[src/rtl/punc_control_if.sv]
// Control bus between the PUnC controller and its datapath: ir and flags in, every control strobe out.
// Purely combinational wiring; no handshake, the controller drives every strobe every cycle.
interface punc_control_if;
  logic [15:0] ir;
  logic        n;
  logic        z;
  logic        p;
  logic        mem_w_en;
  logic        mem_w_addr_sel;
  logic [1:0]  mem_r_addr_sel;
  logic        rf_w_en;
  logic        rf_r0_addr_sel;
  logic        rf_r1_addr_sel;
  logic [1:0]  rf_w_data_sel;
  logic        rf_w_addr_sel;
  logic        ir_ld;
  logic        pc_ld;
  logic        pc_clr;
  logic        pc_inc;
  logic [1:0]  pc_ld_data_sel;
  logic [2:0]  alu_sel;
  logic        cond_ld;
  logic        cond_ld_data_sel;

  modport master (
    input  ir, n, z, p,
    output mem_w_en, mem_w_addr_sel, mem_r_addr_sel, rf_w_en, rf_r0_addr_sel,
           rf_r1_addr_sel, rf_w_data_sel, rf_w_addr_sel, ir_ld, pc_ld, pc_clr,
           pc_inc, pc_ld_data_sel, alu_sel, cond_ld, cond_ld_data_sel
  );

  modport slave (
    output ir, n, z, p,
    input  mem_w_en, mem_w_addr_sel, mem_r_addr_sel, rf_w_en, rf_r0_addr_sel,
           rf_r1_addr_sel, rf_w_data_sel, rf_w_addr_sel, ir_ld, pc_ld, pc_clr,
           pc_inc, pc_ld_data_sel, alu_sel, cond_ld, cond_ld_data_sel
  );
endinterface

[src/rtl/punc_control.sv]
// PUnC LC3 control FSM: fetch/decode/execute sequencing plus retired-instruction count and halt flag.
// 3 cycles per instruction (4 for LDI/STI); no backpressure, strobes are combinational from state and ir/nzp.
module punc_control #(
  parameter int CNT_W = 16
) (
  input  logic              clk,
  input  logic              rst,
  punc_control_if.master    bus,
  output logic              halted,
  output logic [CNT_W-1:0]  instr_count
);

  typedef enum logic [2:0] {
    S_INIT   = 3'd0,
    S_FETCH  = 3'd1,
    S_DECODE = 3'd2,
    S_EXEC   = 3'd3,
    S_EXEC2  = 3'd4,
    S_HALT   = 3'd5
  } state_t;

  localparam logic [3:0] OP_BR   = 4'b0000;
  localparam logic [3:0] OP_ADD  = 4'b0001;
  localparam logic [3:0] OP_LD   = 4'b0010;
  localparam logic [3:0] OP_ST   = 4'b0011;
  localparam logic [3:0] OP_JSR  = 4'b0100;
  localparam logic [3:0] OP_AND  = 4'b0101;
  localparam logic [3:0] OP_LDR  = 4'b0110;
  localparam logic [3:0] OP_STR  = 4'b0111;
  localparam logic [3:0] OP_NOT  = 4'b1001;
  localparam logic [3:0] OP_LDI  = 4'b1010;
  localparam logic [3:0] OP_STI  = 4'b1011;
  localparam logic [3:0] OP_JMP  = 4'b1100;
  localparam logic [3:0] OP_LEA  = 4'b1110;
  localparam logic [3:0] OP_HALT = 4'b1111;

  localparam logic [2:0] ALU_ADD   = 3'd0;
  localparam logic [2:0] ALU_ADD_I = 3'd1;
  localparam logic [2:0] ALU_NOT   = 3'd2;
  localparam logic [2:0] ALU_AND   = 3'd3;
  localparam logic [2:0] ALU_AND_I = 3'd4;

  localparam logic [CNT_W-1:0] CNT_ONE = CNT_W'(1);

  state_t     state;
  logic [3:0] opcode;
  logic       br_taken;
  logic       two_step;

  assign opcode   = bus.ir[15:12];
  assign br_taken = (bus.ir[11] & bus.n) | (bus.ir[10] & bus.z) | (bus.ir[9] & bus.p);
  assign two_step = (opcode == OP_LDI) || (opcode == OP_STI);
  assign halted   = (state == S_HALT);

  always_ff @(posedge clk or negedge rst) begin
    if (!rst) begin
      state       <= S_INIT;
      instr_count <= '0;
    end else begin
      case (state)
        S_INIT:   state <= S_FETCH;
        S_FETCH:  state <= S_DECODE;
        S_DECODE: state <= (opcode == OP_HALT) ? S_HALT : S_EXEC;
        S_EXEC: begin
          if (two_step) begin
            state <= S_EXEC2;
          end else begin
            state       <= S_FETCH;
            instr_count <= instr_count + CNT_ONE;
          end
        end
        S_EXEC2: begin
          state       <= S_FETCH;
          instr_count <= instr_count + CNT_ONE;
        end
        S_HALT:   state <= S_HALT;
        default:  state <= S_INIT;
      endcase
    end
  end

  always_comb begin
    bus.mem_w_en         = 1'b0;
    bus.mem_w_addr_sel   = 1'b0;
    bus.mem_r_addr_sel   = 2'd0;
    bus.rf_w_en          = 1'b0;
    bus.rf_r0_addr_sel   = 1'b0;
    bus.rf_r1_addr_sel   = 1'b0;
    bus.rf_w_data_sel    = 2'd0;
    bus.rf_w_addr_sel    = 1'b0;
    bus.ir_ld            = 1'b0;
    bus.pc_ld            = 1'b0;
    bus.pc_clr           = 1'b0;
    bus.pc_inc           = 1'b0;
    bus.pc_ld_data_sel   = 2'd0;
    bus.alu_sel          = 3'd0;
    bus.cond_ld          = 1'b0;
    bus.cond_ld_data_sel = 1'b0;
    case (state)
      S_INIT: bus.pc_clr = 1'b1;
      S_FETCH: begin
        bus.ir_ld  = 1'b1;
        bus.pc_inc = 1'b1;
      end
      S_EXEC: begin
        case (opcode)
          OP_ADD, OP_AND, OP_NOT: begin
            bus.rf_w_en = 1'b1;
            bus.cond_ld = 1'b1;
            if (opcode == OP_NOT)      bus.alu_sel = ALU_NOT;
            else if (opcode == OP_ADD) bus.alu_sel = bus.ir[5] ? ALU_ADD_I : ALU_ADD;
            else                       bus.alu_sel = bus.ir[5] ? ALU_AND_I : ALU_AND;
          end
          OP_BR: bus.pc_ld = br_taken;
          OP_JMP: begin
            bus.pc_ld          = 1'b1;
            bus.pc_ld_data_sel = 2'd1;
          end
          // R7 takes the pre-jump pc because the write and the pc load share one edge.
          OP_JSR: begin
            bus.rf_w_en        = 1'b1;
            bus.rf_w_data_sel  = 2'd2;
            bus.rf_w_addr_sel  = 1'b1;
            bus.pc_ld          = 1'b1;
            bus.pc_ld_data_sel = bus.ir[11] ? 2'd2 : 2'd1;
          end
          OP_LD, OP_LDR: begin
            bus.mem_r_addr_sel   = (opcode == OP_LD) ? 2'd1 : 2'd2;
            bus.rf_w_en          = 1'b1;
            bus.rf_w_data_sel    = 2'd1;
            bus.cond_ld          = 1'b1;
            bus.cond_ld_data_sel = 1'b1;
          end
          OP_LEA: begin
            bus.rf_w_en          = 1'b1;
            bus.rf_w_data_sel    = 2'd3;
            bus.cond_ld          = 1'b1;
            bus.cond_ld_data_sel = 1'b1;
          end
          OP_ST, OP_STR: begin
            bus.mem_w_en       = 1'b1;
            bus.mem_w_addr_sel = (opcode == OP_STR);
            bus.rf_r1_addr_sel = 1'b1;
          end
          OP_LDI, OP_STI: bus.mem_r_addr_sel = 2'd1;
          default: ;
        endcase
      end
      S_EXEC2: begin
        if (opcode == OP_LDI) begin
          bus.mem_r_addr_sel   = 2'd3;
          bus.rf_w_en          = 1'b1;
          bus.rf_w_data_sel    = 2'd1;
          bus.cond_ld          = 1'b1;
          bus.cond_ld_data_sel = 1'b1;
        end else begin
          // Pointer stays presented so the datapath can route mem_r_data as the store address.
          bus.mem_r_addr_sel = 2'd1;
          bus.mem_w_en       = 1'b1;
          bus.rf_r1_addr_sel = 1'b1;
        end
      end
      default: ;
    endcase
  end

endmodule
[src/flat_wrapper.sv]
// flat-port wrapper written by rule: the top's interface ports become plain ports
module punc_control_flat 
#(
  parameter int CNT_W = 16
)
  (clk, rst, halted, instr_count, bus_ir, bus_n, bus_z, bus_p, bus_mem_w_en, bus_mem_w_addr_sel, bus_mem_r_addr_sel, bus_rf_w_en, bus_rf_r0_addr_sel, bus_rf_r1_addr_sel, bus_rf_w_data_sel, bus_rf_w_addr_sel, bus_ir_ld, bus_pc_ld, bus_pc_clr, bus_pc_inc, bus_pc_ld_data_sel, bus_alu_sel, bus_cond_ld, bus_cond_ld_data_sel);
  punc_control_if bus_i ();
  input  logic clk;
  input  logic rst;
  output logic halted;
  output logic [CNT_W-1:0] instr_count;
  input wire logic [$bits(bus_i.ir)-1:0] bus_ir;
  input wire logic [$bits(bus_i.n)-1:0] bus_n;
  input wire logic [$bits(bus_i.z)-1:0] bus_z;
  input wire logic [$bits(bus_i.p)-1:0] bus_p;
  output wire logic [$bits(bus_i.mem_w_en)-1:0] bus_mem_w_en;
  output wire logic [$bits(bus_i.mem_w_addr_sel)-1:0] bus_mem_w_addr_sel;
  output wire logic [$bits(bus_i.mem_r_addr_sel)-1:0] bus_mem_r_addr_sel;
  output wire logic [$bits(bus_i.rf_w_en)-1:0] bus_rf_w_en;
  output wire logic [$bits(bus_i.rf_r0_addr_sel)-1:0] bus_rf_r0_addr_sel;
  output wire logic [$bits(bus_i.rf_r1_addr_sel)-1:0] bus_rf_r1_addr_sel;
  output wire logic [$bits(bus_i.rf_w_data_sel)-1:0] bus_rf_w_data_sel;
  output wire logic [$bits(bus_i.rf_w_addr_sel)-1:0] bus_rf_w_addr_sel;
  output wire logic [$bits(bus_i.ir_ld)-1:0] bus_ir_ld;
  output wire logic [$bits(bus_i.pc_ld)-1:0] bus_pc_ld;
  output wire logic [$bits(bus_i.pc_clr)-1:0] bus_pc_clr;
  output wire logic [$bits(bus_i.pc_inc)-1:0] bus_pc_inc;
  output wire logic [$bits(bus_i.pc_ld_data_sel)-1:0] bus_pc_ld_data_sel;
  output wire logic [$bits(bus_i.alu_sel)-1:0] bus_alu_sel;
  output wire logic [$bits(bus_i.cond_ld)-1:0] bus_cond_ld;
  output wire logic [$bits(bus_i.cond_ld_data_sel)-1:0] bus_cond_ld_data_sel;
  assign bus_i.ir = bus_ir;
  assign bus_i.n = bus_n;
  assign bus_i.z = bus_z;
  assign bus_i.p = bus_p;
  assign bus_mem_w_en = bus_i.mem_w_en;
  assign bus_mem_w_addr_sel = bus_i.mem_w_addr_sel;
  assign bus_mem_r_addr_sel = bus_i.mem_r_addr_sel;
  assign bus_rf_w_en = bus_i.rf_w_en;
  assign bus_rf_r0_addr_sel = bus_i.rf_r0_addr_sel;
  assign bus_rf_r1_addr_sel = bus_i.rf_r1_addr_sel;
  assign bus_rf_w_data_sel = bus_i.rf_w_data_sel;
  assign bus_rf_w_addr_sel = bus_i.rf_w_addr_sel;
  assign bus_ir_ld = bus_i.ir_ld;
  assign bus_pc_ld = bus_i.pc_ld;
  assign bus_pc_clr = bus_i.pc_clr;
  assign bus_pc_inc = bus_i.pc_inc;
  assign bus_pc_ld_data_sel = bus_i.pc_ld_data_sel;
  assign bus_alu_sel = bus_i.alu_sel;
  assign bus_cond_ld = bus_i.cond_ld;
  assign bus_cond_ld_data_sel = bus_i.cond_ld_data_sel;
  punc_control #(.CNT_W(CNT_W)) u_core (.clk(clk), .rst(rst), .bus(bus_i), .halted(halted), .instr_count(instr_count));
endmodule
[config.mk]
export PLATFORM = sky130hd
export DESIGN_NAME = punc_control_flat
export DESIGN_NICKNAME = d
export VERILOG_FILES = /design/src/rtl/punc_control_if.sv /design/src/rtl/punc_control.sv /design/src/flat_wrapper.sv
export SDC_FILE = /design/constraint.sdc
export NUM_CORES = 1
export LEC_CHECK = 0
export CAP_MARGIN = 5
export CORE_MARGIN = 2
export CORE_UTILIZATION = 44
export CTS_CLUSTER_SIZE = 12
export DETAILED_ROUTE_END_ITERATION = 7
export PLACE_DENSITY = 0.87
export SYNTH_ARGS = -nofsm -noshare
export SYNTH_HDL_FRONTEND = slang
export SYNTH_SLANG_ARGS = --single-unit
[constraint.sdc]
create_clock -name clk -period 6.6 [get_ports clk]
set_input_delay 1.98 -clock clk [delete_from_list [all_inputs] [get_ports clk]]
set_output_delay 1.98 -clock clk [all_outputs]
set_load 0.005 [all_outputs]
==> out/summary.txt, run 1 <==
startpoint types = primary input
post-cts resize count = 0
via density per instance = 5.50
initial antenna violation count = 0
max-cap viol count = 0
FF-to-FF End = u_core.instr_count[6]
R2R Setup Slk = 4.75 ns
GR Util met3 = 4.11%
CP Class = primary input to output port
CP Cell Sequence = clkdlybuf4s50_1 > nand2b_1 > or3_1 > ha_1 > nor4_1 > clkdlybuf4s50_1
layout cell share with drive strength beyond 1 = 10.3%
Critical Path Sink = bus_alu_sel[0]
slowest cell delay on critical path = 0.55 ns
Hold Vio Cnt, Final = 0
port bufs = 49
CTS tree = yes
area grow syn2layout = 36.3%
gr busiest metal = met2
synth unique cells = 40
GRT Overall Usage = 19.9%
min Tclk post-route = 6.06 ns
Max Clock Freq = 165 MHz
most common cell after layout, fill and taps aside = clkdlybuf4s50_1
Synth async-reset ratio = 100%
clock transition at the registers of the reported paths = 0.09 ns
Row Count = 20
FF-to-FF path depth = 4
final WL = 3.35 mm
largest net degree at the start of global routing = 20
PwrDens = 244 nW/um2
Fin Clk Skew = 0.0133 ns
Syn Inst Count = 151
headroom to the max-slew limit = 46.4%
Worst Path Arrival = 4.08 ns
initial DRC count = 37
vias in the first global route = 1185
hpwl dp = 2.70 mm
CP most frequent cell = clkdlybuf4s50_1
Yosys warning total = 0
clock buffer count from CTS = 3
Crit Reg-Reg Startpoint = u_core.state[0]
setup_tns = 0 ns
Final nets = 220
Req. time, crit path = 4.62 ns
global routing met1 resource utilization = 24.2%
syn avg cell area = 9.08 um2
placer's final routability congestion estimate = 0.882
EDFF count, synth = 0
grt ovf = 0
Clock Path Buffers = 2
Worst path slowest cell = clkdlybuf4s50_1
antenna-violating nets left = 0
Mapped Area = 1370 um2
Leak = 0.807 nW
Synth Flop Type = dfrtp_1
crit-path max FO = 5
DR WL/cell = 14.7 um
status = complete, no violations
post-route setup slack = 0.540 ns
Place WS = 0.534 ns
DRT Pass-1 Iters = 4
postcts setup bufs = 0
Die X = 59.8 um
sequential area share after synthesis = 34.7%
commonest non-fill, non-tap cells in the layout = clkdlybuf4s50_1, dfrtp_1, nand2_1, xnor2_1
root buffer selected by CTS = clkbuf_4
Die H = 59.8 um
final setup fails = 0
Crit. Startpoint = bus_ir[13]
Post-route DRC = 0
vias = 1255
RSZ-0062 raised after global routing = false
max-slew violations = 0
Clock Sinks = 19
fin crit share = 91.8%
cts hold-fix bufs = 0
CP endpoint kind = output port
Post-Syn Nets = 175
Starting Density = 45.7%
Ant. Diodes = 0
die area = 3580 um2
core area = 3000 um2
post-synth top area share = 34.7%
synthesized flop and latch total = 19
met2 usage = 33.5%
I/O pins = 59
H-tree levels = 1
ranking of synthesized cells by area = dfrtp_1, xnor2_1, nand2_1, nand4_1, a21oi_1
area leader, netlist = dfrtp_1
Clock Latency Late Sink = 0.31 ns
HP Class = register to register
first-pass GRT wire length = 5.38 mm
Worst Tran Pin Value = 0.802 ns
Peak VDD IR = 0.000145 V
[registers in the layout, summed over array words and instances (netlist names)]
name                cells
u_core.state            3
u_core.instr_count     16
[where the power goes]
part / switching, mW / total, mW / internal, mW
Sequential: 0.0447 / 0.184 / 0.139
Combinational: 0.0965 / 0.213 / 0.117
Clock: 0.0356 / 0.0583 / 0.0227
[cell usage after synthesis, types with 2 or more instances]
library cell and count:
inv_1 5, ha_1 3, xnor2_1 13, and3_1 3, a31o_2 2, clkbuf_1 4, nand4_2 2, nand4_1 9
nor2_1 8, nand3_1 5, nand3b_1 2, nand2b_1 5, nand2_1 18, a21oi_1 9, xor2_1 3, nor4_1 4
buf_6 3, nor3_1 5, nor2b_1 2, dfrtp_1 19, o21ai_0 4, buf_4 5
[stage by stage]
stage	hold WS [ns]	util, %	cells	power, mW	instance area [um2]
after floorplan	0.468	-	151	0.319	1370
after global placement	0.460	61.3	224	0.389	1840
after detailed placement	0.479	61.3	224	0.400	1840
after CTS	0.491	62.3	228	0.457	1870
after global routing	0.512	62.3	228	0.489	1870
final	0.480	62.3	228	0.455	1870
[how the worst min path moves through the flow]
stage / start / to / slack [ns] / cells past startpoint
after floorplan: u_core.instr_count[15] / u_core.instr_count[15] / 0.47 / 1
after global placement: u_core.instr_count[15] / u_core.instr_count[15] / 0.46 / 1
after detailed placement: u_core.instr_count[15] / u_core.instr_count[15] / 0.48 / 1
after CTS: u_core.instr_count[15] / u_core.instr_count[15] / 0.49 / 1
after global routing: u_core.instr_count[15] / u_core.instr_count[15] / 0.51 / 1
final: u_core.instr_count[15] / u_core.instr_count[15] / 0.48 / 1
[layer usage]
metal / up-vias / part of all wire [%] / wire [um]
met5: - / 0 / 0
met2: 38 / 53 / 1760
met1: 601 / 41 / 1360
li1: 609 / - / -
met4: 0 / 2.3 / 76
met3: 7 / 4.4 / 148
[area by class of cell]
cell class | instances | area [um2]
Multi-Input combinational cell | 114 | 786
Sequential cell | 19 | 475
Clock inverter | 1 | 5.00
Inverter | 5 | 18.8
Tap cell | 33 | 41.3
Fill cell | 252 | 1130
Clock buffer | 3 | 22.5
Timing Repair Buffer | 53 | 520
[worst max-delay path: cells and delay by family]
kind	cells	cell delay, ns
simple gates	3	0.84
fa+ha+maj	1	0.30
buf+inv	2	0.96
[logic make-up after synthesis]
group                      count (synthesis)  share of synthesized area (%)
muxes                                      1                          0.730
buffers and inverters                     18                           8.03
other                                      1                          0.273
AOI/OAI and AO/OA                         21                           10.4
and+or+nand+nor                           72                           32.9
DFF                                       19                           34.7
xor gates and xnor gates                  16                           10.2
adders and majority gates                  3                           2.74
No activity file was read; power rests on OpenSTA's default activity.
==> inputs of run 2 (changes only) <==
clock period = 7.5 ns   (was 6.6 ns; I/O delays follow)
==> run 2 against run 1 <==
Register-to-register slack improved by 0.86 ns. Sequential power decreased by 11%. Largest cell class unchanged. Routed wire length decreased by 0.69%. Critical endpoint unchanged. Combinational power decreased by 12%. Via count increased by 2.0%. Non-clock buffer count decreased by 4. Clock skew decreased by 0.0091 ns.
==> out/summary.txt, run 2 (same netlist as run 1, synthesis figures left out) <==
Post-route DRC = 0 (unchanged)
area grow syn2layout = 34.3% (was 36.3%)
port bufs = 49 (unchanged)
root buffer selected by CTS = clkbuf_4 (unchanged)
Starting Density = 45.7% (unchanged)
Die H = 59.8 um (unchanged)
CP Class = primary input to output port (unchanged)
via density per instance = 5.71 (was 5.50)
DR WL/cell = 14.8 um (was 14.7 um)
Clock Sinks = 19 (unchanged)
max reg flops = 16 (unchanged)
vias = 1280 (was 1255)
commonest non-fill, non-tap cells in the layout = clkdlybuf4s50_1, dfrtp_1, nand2_1, xnor2_1 (unchanged)
Clock Path Buffers = 2 (unchanged)
Die X = 59.8 um (unchanged)
R2R Setup Slk = 5.61 ns (was 4.75 ns)
Place WS = 0.547 ns (was 0.534 ns)
biggest regs = u_core.instr_count x16, u_core.state x3 (unchanged)
max-slew violations = 0 (unchanged)
Req. time, crit path = 5.25 ns (was 4.62 ns)
H-tree levels = 1 (unchanged)
final setup fails = 0 (unchanged)
FF-to-FF path depth = 4 (unchanged)
Crit. Startpoint = bus_ir[13] (unchanged)
most common cell after layout, fill and taps aside = clkdlybuf4s50_1 (unchanged)
clock transition at the registers of the reported paths = 0.11 ns (was 0.09 ns)
antenna-violating nets left = 0 (unchanged)
fin crit share = 92.7%
Final nets = 216 (was 220)
Leak = 0.784 nW (was 0.807 nW)
cts hold-fix bufs = 0 (unchanged)
HP Class = register to register (unchanged)
post-cts resize count = 0 (unchanged)
Worst Tran Pin Value = 0.796 ns (was 0.802 ns)
Row Count = 20 (unchanged)
status = complete, no violations (unchanged)
min Tclk post-route = 6.95 ns
grt ovf = 0 (unchanged)
Fin Clk Skew = 0.00423 ns (was 0.0133 ns)
Top reg by flops = u_core.instr_count (unchanged)
core area = 3000 um2 (unchanged)
GRT Overall Usage = 19.3% (was 19.9%)
clock buffer count from CTS = 3 (unchanged)
vias in the first global route = 1148 (was 1185)
Ant. Diodes = 0 (unchanged)
PwrDens = 221 nW/um2 (was 244 nW/um2)
postcts setup bufs = 0 (unchanged)
Hold Vio Cnt, Final = 0 (unchanged)
layout cell share with drive strength beyond 1 = 8.38% (was 10.3%)
Crit Reg-Reg Startpoint = u_core.state[1] (was u_core.state[0])
CP endpoint kind = output port (unchanged)
setup_tns = 0 ns (unchanged)
largest net degree at the start of global routing = 20 (unchanged)
DRT Pass-1 Iters = 4 (unchanged)
die area = 3580 um2 (unchanged)
Clock Latency Late Sink = 0.32 ns (was 0.31 ns)
Critical Path Sink = bus_alu_sel[0] (unchanged)
Peak VDD IR = 0.0000945 V (was 0.000145 V)
Max Clock Freq = 144 MHz
max-cap viol count = 0 (unchanged)
RSZ-0062 raised after global routing = false (unchanged)
Worst Path Arrival = 4.70 ns (was 4.08 ns)
placer's final routability congestion estimate = 0.852 (was 0.882)
CTS tree = yes (unchanged)
startpoint types = primary input (unchanged)
FF-to-FF End = u_core.instr_count[8] (was u_core.instr_count[6])
headroom to the max-slew limit = 46.8% (was 46.4%)
post-route setup slack = 0.547 ns (was 0.540 ns)
hpwl dp = 2.62 mm (was 2.70 mm)
crit-path max FO = 10 (was 5)
I/O pins = 59 (unchanged)
fillers = 234 (was 252)
initial DRC count = 88 (was 37)
initial antenna violation count = 0 (unchanged)
first-pass GRT wire length = 5.40 mm (was 5.38 mm)
post-layout power = 407 uW (was 455 uW)
final WL = 3.32 mm (was 3.35 mm)
## run 2: cell count changes in the layout (fill, tap and decap cells not counted), sizes merged
cell,before,now
clkinv,1,0
buf,4,0
clkinvlp,0,1
## run 2: through the flow
stage          util [%]  area [um2]  hold WS [ns]  instances
2_1_floorplan         -        1370         0.468        151
3_3_place_gp       60.3        1810         0.461        220
3_5_place_dp       60.3        1810         0.494        220
4_1_cts            61.3        1840         0.517        224
5_1_grt            61.3        1840         0.530        224
6_report           61.3        1840         0.503        224
## run 2: worst min-delay path by stage
| stage | startpoint | end | slack (ns) | cells past startpoint |
|---|---|---|---|---|
| 4_1_cts | u_core.instr_count[15] | u_core.instr_count[15] | 0.52 | 1 |
| 3_3_place_gp | u_core.instr_count[15] | u_core.instr_count[15] | 0.46 | 1 |
| 6_report | u_core.instr_count[15] | u_core.instr_count[15] | 0.50 | 1 |
| 5_1_grt | u_core.instr_count[14] | u_core.instr_count[14] | 0.53 | 1 |
| 2_1_floorplan | u_core.instr_count[15] | u_core.instr_count[15] | 0.47 | 1 |
| 3_5_place_dp | u_core.instr_count[15] | u_core.instr_count[15] | 0.49 | 1 |
## run 2: layout make-up
| type | instances | area, um2 | area share (%) |
|---|---|---|---|
| Clock inverter | 1 | 7.51 | 0.408 |
| Tap cell | 33 | 41.3 | 2.24 |
| Sequential cell | 19 | 475 | 25.8 |
| Inverter | 5 | 18.8 | 1.02 |
| Multi-Input combinational cell | 114 | 786 | 42.7 |
| Clock buffer | 3 | 22.5 | 1.22 |
| Timing Repair Buffer | 49 | 490 | 26.6 |
## run 2: metal layers
layer	GRT usage, %	vias to the layer above	wire length, um
met5	0	-	0
met4	7.30	0	80
met3	2.16	7	136
met2	34.0	49	1760
met1	24.0	623	1340
li1	-	601	-
## run 2: power by group
group | internal, mW | switching [mW]
Combinational | 0.102 | 0.0859
Clock | 0.0204 | 0.0362
Sequential | 0.122 | 0.0404
Total | 0.244 | 0.163
## run 2: critical path: stages
cell	delay, ns
clkdlybuf4s50_1	0.60
nand2b_1	0.32
or3_1	0.37
ha_1	0.28
nor4_1	0.29
clkdlybuf4s50_1	0.58
